===== config.mk =====
export PLATFORM = sky130hd
export DESIGN_NAME = result_uart_tx
export DESIGN_NICKNAME = d
export VERILOG_FILES = /design/src/rtl/result_tx_pkg.sv /design/src/rtl/result_fifo.sv /design/src/rtl/result_uart_tx.sv
export SDC_FILE = /design/constraint.sdc
export NUM_CORES = 1
export LEC_CHECK = 0
export ABC_AREA = 1
export CAP_MARGIN = 25
export CORE_MARGIN = 4
export CORE_UTILIZATION = 40
export DETAILED_ROUTE_END_ITERATION = 10
export GPL_TIMING_DRIVEN = 0
export SLEW_MARGIN = 20
export SYNTH_ARGS = -nofsm -noshare
export SYNTH_HDL_FRONTEND = slang
export SYNTH_HIERARCHICAL = 1
export SYNTH_SLANG_ARGS = --single-unit
export TNS_END_PERCENT = 30

===== constraint.sdc =====
create_clock -name clk -period 6.31 [get_ports clk]
set_input_delay 1.262 -clock clk [delete_from_list [all_inputs] [get_ports clk]]
set_output_delay 1.262 -clock clk [all_outputs]
set_load 0.005 [all_outputs]

===== src/rtl/result_tx_pkg.sv =====
// result_tx_pkg: shared FSM states and framing constants for the result UART transmitter.
package result_tx_pkg;
    typedef enum logic [2:0] {IDLE, START, DATA, STOP, PARITY} tx_state_e;
    localparam int BYTES_PER_WORD = 2;
    localparam int BITS_PER_BYTE = 8;
    localparam int BYTE_BITS_8N1 = 10;
    localparam int BYTE_BITS_8E1 = 11;
    localparam int WORD_BITS_8N1 = BYTES_PER_WORD * BYTE_BITS_8N1;
    localparam int WORD_BITS_8E1 = BYTES_PER_WORD * BYTE_BITS_8E1;
    function automatic int word_frame_clks(input int clks_per_bit, input bit parity);
        return (parity ? WORD_BITS_8E1 : WORD_BITS_8N1) * clks_per_bit;
    endfunction
endpackage


===== src/rtl/result_fifo.sv =====
// result_fifo: small synchronous FIFO with async active-high reset; push when full and pop when empty are ignored.
module result_fifo #(
    parameter int W = 16,
    parameter int DEPTH = 4,
    parameter int CW = $clog2(DEPTH) + 1
) (
    input  logic          clk,
    input  logic          reset,
    input  logic          push_i,
    input  logic          pop_i,
    input  logic [W-1:0]  data_i,
    output logic [W-1:0]  data_o,
    output logic          full_o,
    output logic          empty_o,
    output logic [CW-1:0] count_o
);
    localparam int AW = $clog2(DEPTH);
    logic [W-1:0]  mem_q [DEPTH];
    logic [AW-1:0] wr_ptr_q, rd_ptr_q;
    logic [CW-1:0] count_q;
    logic          do_push, do_pop;

    assign full_o  = count_q == CW'(DEPTH);
    assign empty_o = count_q == '0;
    assign count_o = count_q;
    assign data_o  = mem_q[rd_ptr_q];
    assign do_push = push_i && !full_o;
    assign do_pop  = pop_i && !empty_o;

    // Power-of-two depth lets the pointers wrap by natural overflow.
    always_ff @(posedge clk or posedge reset) begin
        if (reset) begin
            wr_ptr_q <= '0;
            rd_ptr_q <= '0;
            count_q  <= '0;
        end else begin
            if (do_push) wr_ptr_q <= wr_ptr_q + 1'b1;
            if (do_pop) rd_ptr_q <= rd_ptr_q + 1'b1;
            count_q <= count_q + CW'(do_push) - CW'(do_pop);
        end
    end

    always_ff @(posedge clk) begin
        if (do_push) mem_q[wr_ptr_q] <= data_i;
    end
endmodule


===== src/rtl/result_uart_tx.sv =====
// result_uart_tx: buffers CPU result words and sends each as two UART bytes, high byte first.
// Define RESULT_TX_PARITY_EN to add an even-parity bit after the data bits (8E1 instead of 8N1).
module result_uart_tx
    import result_tx_pkg::*;
#(
    parameter int DATA_W = 16,
    parameter int FIFO_DEPTH = 4,
    parameter int CLKS_PER_BIT = 16
) (
    input  logic              clk,
    input  logic              reset,
    input  logic              enable,
    input  logic              wr_valid,
    input  logic [DATA_W-1:0] wr_data,
    output logic              wr_ready,
    output logic              tx,
    output logic              busy,
    output logic              overflow
);
    localparam int BW = $clog2(CLKS_PER_BIT);
    localparam int CW = $clog2(FIFO_DEPTH) + 1;
    localparam logic [BW-1:0] BAUD_LAST = BW'(CLKS_PER_BIT - 1);

    tx_state_e         state_q;
    logic [BW-1:0]     baud_q;
    logic [2:0]        bit_q;
    logic              hi_q;
    logic [DATA_W-1:0] shift_q;
    logic              tx_q;
    logic              overflow_q;
    logic [DATA_W-1:0] head;
    logic              full, empty, pop, bit_end;
    logic [CW-1:0]     count;
    logic [7:0]        cur_byte;

    assign pop      = enable && state_q == IDLE && !empty;
    assign bit_end  = baud_q == BAUD_LAST;
    assign cur_byte = hi_q ? shift_q[DATA_W-1 -: BITS_PER_BYTE] : shift_q[BITS_PER_BYTE-1:0];
    assign wr_ready = !full;
    assign busy     = state_q != IDLE || count != '0;
    assign tx       = tx_q;
    assign overflow = overflow_q;

    result_fifo #(.W(DATA_W), .DEPTH(FIFO_DEPTH), .CW(CW)) u_fifo (
        .clk     (clk),
        .reset   (reset),
        .push_i  (wr_valid),
        .pop_i   (pop),
        .data_i  (wr_data),
        .data_o  (head),
        .full_o  (full),
        .empty_o (empty),
        .count_o (count)
    );

    always_ff @(posedge clk or posedge reset) begin
        if (reset) overflow_q <= 1'b0;
        else if (wr_valid && full) overflow_q <= 1'b1;
    end

    // tx is updated on the same edge as the state it belongs to, so the line is registered and glitch-free.
    always_ff @(posedge clk or posedge reset) begin
        if (reset) begin
            state_q <= IDLE;
            baud_q  <= '0;
            bit_q   <= '0;
            hi_q    <= 1'b1;
            shift_q <= '0;
            tx_q    <= 1'b1;
        end else if (enable) begin
            case (state_q)
                IDLE: begin
                    tx_q <= 1'b1;
                    if (pop) begin
                        shift_q <= head;
                        hi_q    <= 1'b1;
                        baud_q  <= '0;
                        state_q <= START;
                        tx_q    <= 1'b0;
                    end
                end
                START: begin
                    baud_q <= bit_end ? '0 : baud_q + 1'b1;
                    if (bit_end) begin
                        bit_q   <= '0;
                        state_q <= DATA;
                        tx_q    <= cur_byte[0];
                    end
                end
                DATA: begin
                    baud_q <= bit_end ? '0 : baud_q + 1'b1;
                    if (bit_end && bit_q == 3'd7) begin
`ifdef RESULT_TX_PARITY_EN
                        state_q <= PARITY;
                        tx_q    <= ^cur_byte;
`else
                        state_q <= STOP;
                        tx_q    <= 1'b1;
`endif
                    end else if (bit_end) begin
                        bit_q <= bit_q + 3'd1;
                        tx_q  <= cur_byte[bit_q + 3'd1];
                    end
                end
`ifdef RESULT_TX_PARITY_EN
                PARITY: begin
                    baud_q <= bit_end ? '0 : baud_q + 1'b1;
                    if (bit_end) begin
                        state_q <= STOP;
                        tx_q    <= 1'b1;
                    end
                end
`endif
                STOP: begin
                    baud_q <= bit_end ? '0 : baud_q + 1'b1;
                    if (bit_end) begin
                        hi_q    <= 1'b0;
                        state_q <= hi_q ? START : IDLE;
                        tx_q    <= !hi_q;
                    end
                end
                default: begin
                    state_q <= IDLE;
                    tx_q    <= 1'b1;
                end
            endcase
        end
    end
endmodule

# Word-level counts from Yosys, hierarchy flattened
# Memory sizes are Yosys's and may differ from the RTL's. A register that Yosys moved wholly into a read port is not among the register bits.
# Index checks and enable logic that the tools add are counted.
totals:
  output_inout_bits: 4
  reg_bits: 20
  input_bits: 20
  memories: 1
  ram_bits: 64
  elab_cells: 81
memory_table:
  columns: ["memory", "depth", "word_bits", "rd", "rd_ports_with_merged_regs", "write_ports", "line_no", "text"]
  rows:
  - ["u_fifo.mem_q", 4, 16, 1, 1, 1, "result_fifo.sv:18", "logic [W-1:0] mem_q [DEPTH];"]
op_classes:
  n_lt_le_gt_ge: 1
  add_sub_neg: 6
  reduce_logical: 24
  n_mux: 27
  n_eq_ne: 13
ops:
  columns: ["op", "n"]
  rows:
  - ["2-to-1 mux 3 bit", 7]
  - ["one-hot mux 3 bit (4 select lines)", 1]
  - ["2-to-1 mux 1 bit", 11]
  - ["!= test 2 bit (second input constant)", 5]
  - ["AND reduction 5 bit", 2]
  - ["2-to-1 mux 4 bit", 2]
  - ["2-to-1 mux 8 bit", 1]
  - ["one-hot mux 4 bit (2 select lines)", 1]
  - ["AND reduction 4 bit", 2]
  - ["equality test 3 x 2 -> 1 bit (second input constant)", 2]
  - ["equality test 3 bit (second input constant)", 2]
  - ["logical AND 1 bit", 6]
  - ["logical NOT 3 bit", 2]
  - ["one-hot mux 3 bit (2 select lines)", 1]
  - ["AND reduction 3 bit", 2]
  - ["nonzero test 2 bit", 3]
  - ["nonzero test 3 bit", 2]
  - ["adder 2 x 1 -> 2 bit (second input constant)", 2]
  - ["adder 4 x 1 -> 4 bit (second input constant)", 1]
  - ["equality test 4 bit (second input constant)", 1]
  - ["less-than comparator 3 x 4 -> 1 bit (second input constant)", 1]
  - ["one-hot mux 1 bit (4 select lines)", 1]
  - ["adder 3 x 1 -> 3 bit", 1]
  - ["adder 3 x 1 -> 3 bit (second input constant)", 1]
  - ["other kinds (9)", 11]

# Depth between registers and ports, before layout
logic_depth:
  word_depth: 6
  ltp_mapped: 15
  mapped_depth_nobuf: 14

# By module
# Netlist, hierarchy kept.
modules_own_cells:
  columns: ["mod", "seq_area_each_um2", "instances", "area_per_inst_um2", "cells_per_inst"]
  rows:
  - ["result_fifo", 2097.0, 1, 3004.1, 262]
  - ["result_uart_tx", 703.2, 1, 1472.7, 189]

# Least setup slack after synthesis
# OpenSTA, ideal clock, no wires.
synth_path:
  kind: "input-to-reg"
  from: "in enable"
  to: "reg u_fifo.count_q[2] (netlist: u_fifo/count_o[2])"
  arrival_ps: 2765
  path_slack_ps: 3480
  cell_stages: 11
  setup_ps: 65
  path_buffers: 1
  required_time_ps: 6245
  path_cell_list: "nand2_2 clkinv_2 buf_2 nand2_1 inv_1 ha_1 inv_1 ha_1 fa_1 nand3b_1 nand2_1"
synth_between:
  elab_chain_len: 4
synth_rtl:
  columns: ["item", "line_no", "text"]
  rows:
  - ["start, declared", "result_uart_tx.sv:12", "input logic enable,"]
  - ["logical AND 1 bit (2 in a row)", "result_uart_tx.sv:36", "assign pop = enable && state_q == IDLE && !empty;"]
  - ["net pop", "result_uart_tx.sv:32", "logic full, empty, pop, bit_end;"]
  - ["logical AND 1 bit", "result_fifo.sv:28", "assign do_pop = pop_i && !empty_o;"]
  - ["net u_fifo.do_pop", "result_fifo.sv:21", "logic do_push, do_pop;"]
  - ["subtractor 3 x 1 -> 3 bit", "result_fifo.sv:39", "count_q <= count_q + CW'(do_push) - CW'(do_pop);"]
  - ["end signal, assigned", "result_fifo.sv:39", null]
  - ["end, declared", "result_fifo.sv:20", "logic [CW-1:0] count_q;"]
# The timed path passes the listed nets, and every way through them passes these cells.
# A chain may end at the register's enable or synchronous reset.

# Worst setup path after layout
# Same ends and word-level chain as after synthesis.

==> results_dict.tcl <==
set metrics [dict create \
    outcome "completed" \
    ctsHtreeMaxLevel 3 \
    stdcell_area_um2 5150 \
    fin_total_pwr_mw 2.18 \
    path_clk_slew_ns 0.09 \
    synth_top_area_frac 0.429 \
    hold_class "reg -> reg" \
    ctsRootBufferMaster "clkbuf_8" \
    power_density_nw_per_um2 422 \
    final_util 0.473 \
    routed_wl_um 8700 \
    worst_pin_slew_ns 0.596 \
    syn_area_per_cell_um2 9.93 \
    yosys_register_bits 99 \
    whs_ns 0.472 \
    cts_sinks 99 \
    required_ns 6.62 \
    initial_utilization 0.411 \
    synth_area_leaders "edfxtp_1 (43%), dfrtp_1 (18%), nand2_1 (12%)" \
    finalHoldViolCount 0 \
    synthCells 451 \
    synthArstFlopShare 0.354 \
    dieArea_um2 12900 \
    crit_fanout 12 \
    ios 24 \
    cts_tree "done" \
    vias_per_cell 4.71 \
    synth_area_um2 4480 \
    drv_cap 0 \
    fin_tns_setup_ns 0 \
    place_area_um2 4970 \
    synth_common_cells "nand2_1 (144), edfxtp_1 (64), inv_1 (50), nor2_1 (41), dfrtp_1 (33)" \
    antenna_found_initial 0 \
    drc 0 \
    clock.fmax_mhz 318 \
    drive_gt1_frac 0.111 \
    critPathLaunchType "primary input" \
    synth_edf_count 64 \
    grtUsageTotal 0.148 \
    yosysSeqAreaShare 0.625 \
    slew_viol_final 0 \
    first_iter_violations 150 \
    synthesis.nets 485 \
    areaGrowthSynthToFinish_pct 15.1 \
    grt_pass1_wl_um 14900 \
    insertion_delay_ns 0.38 \
    synth-main-ff-cell "edfxtp_1" \
    peakVddDrop_mv 0.253 \
    cts_buffer_depth 2 \
    antenna_cells 0 \
    cts_setup_buffers 0 \
    place.gp.congestion 0.776 \
    synth_top_area_cell "edfxtp_1" \
    io_buffers 23 \
    min_period_ns 3.14 \
    grt_pass1_vias 3064 \
    rsz0062_at_grt "false" \
    die_x_um 114 \
    num_rows 38 \
    critPathMaxStageDelay_ns 0.45 \
    grt_max_degree 20 \
    cts_resized 0 \
    core_um2 10900 \
    endpoint_kind "register" \
    nets 524 \
    path_cells "clkdlybuf4s50_1 > nand2_2 > clkinv_2 > buf_2 > nand2_1 > inv_1 > ha_1 > inv_1 > ha_1 > fa_1 > nand3b_1 > nand2_1" \
    skew_ns 0.0174 \
    period_share 0.498 \
    yosysUniqueCellTypes 33 \
    die_h_um 114 \
    drtPass1Iterations 4 \
    hold_buffers 0 \
    path_buf_inv 5 \
    wire_per_inst_um 13.7 \
    grt_overflow 0 \
    rrSetupSlack_ns 3.65 \
    slew_headroom 0.602 \
    ant_nets 0 \
    cp.arrival_ns 3.45 \
    cpMaxStageDelayCell "clkdlybuf4s50_1" \
    critPathKind "in -> reg" \
    hpwlAfterDp_um 6300 \
    cts_buffers 9 \
    yosysWarningCount 6 \
    dr_total_vias 2994 \
    final-setup-viol-count 0 \
    total_leakage_power_nw 2.27 \
    yosysMostFrequentCell "nand2_1" \
    cp_top_family "buffers and inverters" \
]
## worst paths after layout
kind	from	end	depth (start not counted)
min in group asynchronous	reset	u_fifo/count_o[1]	2
min reg2reg	overflow	overflow	1
max	enable	u_fifo/count_o[2]	12
min	overflow	overflow	1
max reg2reg	state_q[0]	u_fifo/count_o[2]	15
max in group asynchronous	reset	hi_q	3
## layout make-up
type	count	area (um^2)
Inverter	54	209
Multi-Input combinational cell	284	1360
Sequential cell	99	2800
Timing Repair Buffer	28	307
Buffer	14	115
Clock inverter	7	61.3
Tap cell	140	175
Fill cell	1025	5730
Clock buffer	9	124
## routing by layer
metal | up-vias | wire, um | global-route usage
met1 | 1406 | 4010 | 0.189
li1 | 1531 | - | -
met3 | 12 | 330 | 0.0424
met4 | 0 | 116 | 0.0388
met5 | - | 0 | 0
met2 | 45 | 4240 | 0.248
## stage by stage
step / instances / setup WS, ns
2_1_floorplan: 451 / 3.48
3_3_place_gp: 614 / 2.71
3_5_place_dp: 619 / 2.81
4_1_cts: 635 / 3.19
5_1_grt: 635 / 3.08
6_report: 635 / 3.17
## worst register-to-register path, delay by kind of cell, from the launching register on
family,cells,cell delay (ns)
fa+ha+maj,4,1.14
buf+inv,6,0.59
flops,1,0.39
simple gates,5,0.49
## registers in the layout, indices dropped and copies added (netlist names)
name / flops
overflow: 1
u_fifo/count_o: 3
shift_q: 16
state_q: 2
baud_q: 4
u_fifo/wr_ptr_q: 2
bit_q: 3
u_fifo/mem_q: 64
u_fifo/rd_ptr_q: 2
tx: 1
hi_q: 1
## power by group
part	internal, mW	switching, mW
clock	0.152	0.233
combinational	0.315	0.523
sequential	0.878	0.0759
## logic make-up after synthesis
family / after synthesis / synth area share
adders and majority gates: 14 / 0.0408
buffers and inverters: 68 / 0.0724
xor gates and xnor gates: 1 / 0.00196
DFF: 99 / 0.625
and+or+nand+nor: 216 / 0.196
AOI/OAI and AO/OA: 53 / 0.0637
## placed cells by master, fill, tap and decap left out, drive strengths merged
master,instances
xnor2,1
nand2,147
a21oi,7
clkinv,2
nor4,1
clkdlybuf4s50,23
a21o,1
a22o,1
nor3,3
buf,18
inv,58
nand3b,2
a32o,1
nor2,45
clkbuf,10
dfstp,2
dfrtp,33
edfxtp,64
o21ai,42
ha,13
nor3b,1
fa,1
a31oi,1
nand3,17
clkinvlp,1
No activity file was read; power rests on OpenSTA's default activity.
